--- config.mk ---
export PLATFORM = sky130hd
export DESIGN_NAME = btn_toggle_gen
export DESIGN_NICKNAME = d
export VERILOG_FILES = /design/src/rtl/btn_toggle_gen.sv
export SDC_FILE = /design/constraint.sdc
export NUM_CORES = 1
export LEC_CHECK = 0
export CAP_MARGIN = 20
export CORE_AREA = 2 2 39 41
export CTS_BUF_LIST = sky130_fd_sc_hd__clkbuf_2
export DETAILED_ROUTE_END_ITERATION = 8
export DIE_AREA = 0 0 41 43
export PLACE_DENSITY_LB_ADDON = 0.1
export SLEW_MARGIN = 20
export SYNTH_ARGS = -nofsm -noshare
export SYNTH_HDL_FRONTEND = slang
export SYNTH_SLANG_ARGS = --single-unit
--- constraint.sdc ---
create_clock -name clk -period 2 [get_ports clk]
set_clock_uncertainty 0.15 [all_clocks]
set_input_delay 0.4 -clock clk [delete_from_list [all_inputs] [get_ports clk]]
set_output_delay 0.4 -clock clk [all_outputs]
set_load 0.05 [all_outputs]
--- src/rtl/btn_toggle_gen.sv ---
// rtl/btn_toggle_gen.sv - button synchroniser/debouncer emitting one toggle pulse per confirmed press
module btn_toggle_gen #(
  parameter int DEBOUNCE_CYCLES = 4,
  parameter int PCNT_W          = 4
) (
  input  logic              clk,
  input  logic              reset,
  input  logic              btn_in,
  output logic              t,
  output logic              btn_level,
  output logic [PCNT_W-1:0] press_cnt
);

  localparam int DB_W = $clog2(DEBOUNCE_CYCLES + 1);
  localparam logic [DB_W-1:0] DB_LAST = DB_W'(DEBOUNCE_CYCLES);

  typedef enum logic [1:0] {
    IDLE,
    PRESS_WAIT,
    HELD,
    RELEASE_WAIT
  } state_e;

  state_e            state_q, state_d;
  logic              s1_q, s2_q;
  logic [DB_W-1:0]   cnt_q, cnt_d, cnt_inc;
  logic              t_q, t_d;
  logic              lvl_q, lvl_d;
  logic [PCNT_W-1:0] pcnt_q, pcnt_d;

  assign cnt_inc = cnt_q + DB_W'(1);

  always_comb begin
    state_d = state_q;
    cnt_d   = cnt_q;
    t_d     = 1'b0;
    lvl_d   = lvl_q;
    pcnt_d  = pcnt_q;
    unique case (state_q)
      IDLE: begin
        cnt_d = '0;
        if (s2_q) begin
          // With a single-sample debounce the first high sample is already confirmed.
          if (DB_LAST == DB_W'(1)) begin
            state_d = HELD;
            t_d     = 1'b1;
            lvl_d   = 1'b1;
            pcnt_d  = pcnt_q + PCNT_W'(1);
          end else begin
            state_d = PRESS_WAIT;
            cnt_d   = DB_W'(1);
          end
        end
      end
      PRESS_WAIT: begin
        if (s2_q) begin
          if (cnt_inc == DB_LAST) begin
            state_d = HELD;
            cnt_d   = '0;
            t_d     = 1'b1;
            lvl_d   = 1'b1;
            pcnt_d  = pcnt_q + PCNT_W'(1);
          end else begin
            cnt_d = cnt_inc;
          end
        end else begin
          state_d = IDLE;
          cnt_d   = '0;
        end
      end
      HELD: begin
        cnt_d = '0;
        if (!s2_q) begin
          if (DB_LAST == DB_W'(1)) begin
            state_d = IDLE;
            lvl_d   = 1'b0;
          end else begin
            state_d = RELEASE_WAIT;
            cnt_d   = DB_W'(1);
          end
        end
      end
      RELEASE_WAIT: begin
        if (!s2_q) begin
          if (cnt_inc == DB_LAST) begin
            state_d = IDLE;
            cnt_d   = '0;
            lvl_d   = 1'b0;
          end else begin
            cnt_d = cnt_inc;
          end
        end else begin
          // Bounce back to pressed: level never dropped, so no new pulse.
          state_d = HELD;
          cnt_d   = '0;
        end
      end
      default: begin
        state_d = IDLE;
        cnt_d   = '0;
      end
    endcase
  end

  always_ff @(posedge clk) begin
    if (!reset) begin
      state_q <= IDLE;
      s1_q    <= 1'b0;
      s2_q    <= 1'b0;
      cnt_q   <= '0;
      t_q     <= 1'b0;
      lvl_q   <= 1'b0;
      pcnt_q  <= '0;
    end else begin
      state_q <= state_d;
      s1_q    <= btn_in;
      s2_q    <= s1_q;
      cnt_q   <= cnt_d;
      t_q     <= t_d;
      lvl_q   <= lvl_d;
      pcnt_q  <= pcnt_d;
    end
  end

  assign t         = t_q;
  assign btn_level = lvl_q;
  assign press_cnt = pcnt_q;

endmodule
After elaboration in Yosys (flattened, before gate mapping) --
Cells that the tools add are included.
Word-level totals: register bits after elaboration 13, latch bits 0, memory bits (writable) 0, memory bits (read-only) 0, bits of input ports 3, output and inout bits 6, logic and storage cells 46, memories kept 0
Operators by class: $add $sub $neg 2, multipliers 0, divide/modulo/power cells 0, magnitude comparators 0, equal/unequal tests 12, shifts and indexed selects 0, multiplexer cells 19, bitwise logic cells 0, reduce and logical (&&, ||, !) cells 6
Operators with widths (number):
- 2-bit 2-to-1 mux | 6
- 2-bit != test (second input constant) | 6
- 3-bit case mux with 4 select lines | 1
- 3-bit 2-to-1 mux | 3
- 2-bit case mux with 4 select lines | 1
- 1-bit 2-to-1 mux | 7
- 3-bit != test (second input constant) | 2
- 3-bit AND reduction | 2
- 5-bit AND reduction | 1
- 4-bit by 1-bit adder with 4-bit output (second input constant) | 1
- 2-bit equality test (second input constant) | 2
- 4-bit AND reduction | 1
- 3-bit by 1-bit adder with 3-bit output (second input constant) | 1
- 3-bit equality test (second input constant) | 1
- 2-bit by 1-bit equality test with 1-bit output (second input constant) | 1
- 2-bit logical NOT | 1
- 1-bit case mux with 2 select lines | 1
- 2-bit nonzero test | 1

Longest topological paths before layout --
word-level depth 5, mapped depth 5

Worst setup path after synthesis --
OpenSTA, ideal clock, no wires.
kind register -> register, start register pcnt_q[0], in the netlist press_cnt[0], end register pcnt_q[2], in the netlist press_cnt[2], setup time 70 ps, arrival 1377 ps, required time 1780 ps, slack 403 ps, cell stages (with the launch flop) 5, path buffers 0, clock period less this slack 1597 ps, cells stage by stage dfxtp_1 ha_1 inv_1 or3_1 a21oi_1
On the way: cells in the longest elaborated chain, start to end 1
Ends and longest elaborated chain:
- from (decl) | RTL line 29 | logic [PCNT_W-1:0] pcnt_q, pcnt_d;
- from (signal assigned) | RTL line 121 | pcnt_q <= pcnt_d;
- 4-bit by 1-bit adder with 4-bit output | RTL line 62 | pcnt_d = pcnt_q + PCNT_W'(1);
No other way between the ends. A chain may end at the register's enable or synchronous reset.

Worst setup path in the final report --
start register t_q, in the netlist t, end output port t
RTL lines:
- from (decl) | RTL line 27 | logic t_q, t_d;
- from (signal assigned) | RTL line 119 | t_q <= t_d;
- to (decl) | RTL line 9 | output logic t,
No word-level cell between the ends.

==> impl_metrics.toml <==
[clocking]
cts-htree-levels = 1
clock_tree.root_cell = "clkbuf_2"
numCtsBuffers = 3
cts.clk_slew.worst_paths_ps = 120
hold_buffers = 0
clock_latency_ps = 250
cts.path.max_buffers = 2
ctsResizeCount = 0
cts_sinks = 13
cts_setup_buffers = 0
cts_tree = "yes"

[floorplanning]
dieArea_mm2 = 0.00176
core_area_mm2 = 0.00138
ioPinCount = 9
rows = 14
start_util = 0.366
die_y_um = 43
chipWidth_um = 41

[yosys]
synth_cells = 50
yosys_warnings = 0
avgSynthCellArea_um2 = 10.1
netlist_top_cells_area = "dfxtp_1 (51%), ha_1 (9.9%), a21oi_1 (5.9%), nand4b_4 (4.7%), and2_1 (3.7%)"
yosysUniqueCellTypes = 15
yosysSeqAreaShare = 0.514
syn_area_um2 = 507
synth_top_area_cell = "dfxtp_1"
synth-seq-cells = 13
synth_top_area_share = 0.514
syn_nets = 57

[placement]
numPortBuffers = 8
gp_congestion = 0.626
hpwl_um = 591
dpl_cell_area_um2 = 594
place_inst = 74
dp_slack_ps = 339

[finish]
final_cell_mix = "dfxtp_1 (13), a21oi_1 (6), inv_1 (5), buf_4 (5)"
final_cell_area_um2 = 614
layout-drive-gt1-share = 0.194
fill_cells = 154
final_common_cell = "dfxtp_1"
num-nets-final = 70
antenna_cells = 0
instances_no_fill = 78
synthToLayoutAreaGrowth_pct = 21.2

[critical_path]
end_kind = "output port"
cp_num_buf_inv = 1
worstSetupPathType = "flop to output port"
path_max_fanout = 1
crit_family = "buffers and inverters"
critPathRequiredTime_ps = 1450
slowest_stage = "clkdlybuf4s50_1"
crit_path_start_kind = "flop"
critical-path-max-stage-delay_ps = 790
r2r_setup_slack_ps = 300
arrival_ps = 1370
path_cells = "clkdlybuf4s50_1"

[detailed_routing]
antenna_left = 0
route.detailed.drc = 0
wirelength_um = 787
drt_first_pass_iters = 1
routedWlPerCell_um = 10.1
vias = 360
drt_iter0_drc = 0
viasPerCell = 4.62

[grt]
track_usage = 0.124
busiest_layer = "met2"
gr-total-overflow = 0
antenna_found_initial = 0
grt_pass1_vias = 345
grt_max_degree = 9
grt_first_pass_wirelength_mm = 1.42
grtUsageMet2 = 0.159
use_met1 = 0.157
use_met3 = 0.0314

[power_and_ir_drop]
power_density_mw_per_mm2 = 661
p_leak_nw = 0.305
ir_drop_mv = 0.301

[sta]
setup_tns_ps = 0
period_needed_ps = 1920
finalMaxSlewViolations = 0
relSlewSlack = 0.674
layout_setup_ws_ps = 82.6
tightest_slew_ps = 488
max_freq_ghz = 0.522
period_share = 0.959
finalSetupViolations = 0
rsz0062_at_grt = "no"
hold_violations = 0

[hold_path]
min_path_type = "flop to flop"

[flow_run]
drv_cap = 0

[run_status]
outcome = "finished, final reports clean"
-- area by class of cell --
type | count | area (um^2) | area share
flip-flops and latches | 13 | 260 | 0.424
multi-input cells | 32 | 228 | 0.371
repair buffers | 8 | 67.6 | 0.110
clock buffers | 4 | 20.0 | 0.0326
well taps | 16 | 20.0 | 0.0326
inverters | 5 | 18.8 | 0.0305
-- where the power goes --
part,internal (mW),switching [mW],leakage (nW)
logic,0.00555,0.00479,0.183
clock network,0.0531,0.0781,0.0166
registers,0.262,0.00294,0.105
-- cells in the mapped netlist --
| master | n |
|---|---|
| nand2_1 | 3 |
| mux2i_1 | 1 |
| nand3_1 | 2 |
| a21oi_1 | 6 |
| ha_1 | 4 |
| o21ai_0 | 2 |
| nand4b_4 | 1 |
| o31ai_1 | 1 |
| and3_2 | 2 |
| or3_1 | 2 |
| and2_1 | 3 |
| xor2_1 | 2 |
| inv_1 | 5 |
| nor2_1 | 3 |
| dfxtp_1 | 13 |
-- metal layers --
metal / vias to the layer above / routed length, um
met3: 2 / 30
met2: 6 / 343
met1: 161 / 402
met4: 0 / 11
met5: - / 0
li1: 191 / -
-- worst paths after layout --
path | startpoint | end | cells past startpoint
min reg2reg | s1_q$_SDFF_PN0_ | s2_q$_SDFF_PN0_ | 1
max reg2reg | cnt_q[0]$_SDFF_PN0_ | press_cnt[3]$_SDFFE_PN0P_ | 5
min | s1_q$_SDFF_PN0_ | s2_q$_SDFF_PN0_ | 1
max | t$_SDFF_PN0_ | t | 1
-- state kept, by name, indices dropped and copies added (netlist names), named ones only --
| signal | cells |
|---|---|
| btn_level | 1 |
| cnt_q | 3 |
| press_cnt | 4 |
| s1_q | 1 |
| s2_q | 1 |
| state_q | 1 |
| t | 1 |
-- cells by family (layout without fill, tap and decap cells) --
logic type / Yosys count / count (layout) / share of synthesized area
buf+inv: 5 / 17 / 0.0370
mux: 1 / 1 / 0.0198
fa+ha+maj: 4 / 4 / 0.0988
xor+xnor: 2 / 2 / 0.0346
simple gates: 16 / 16 / 0.202
flops: 13 / 13 / 0.514
compound gates: 9 / 9 / 0.0938
-- through the flow --
stage | hold slack, ps | power, mW | util
global route | 342 | 0.435 | 0.444
CTS | 303 | 0.421 | 0.444
detailed placement | 276 | 0.281 | 0.429
global placement | 277 | 0.281 | 0.429
finish | 305 | 0.406 | 0.444
floorplan | 262 | 0.275 | -
(Power assumes the default switching activity.)
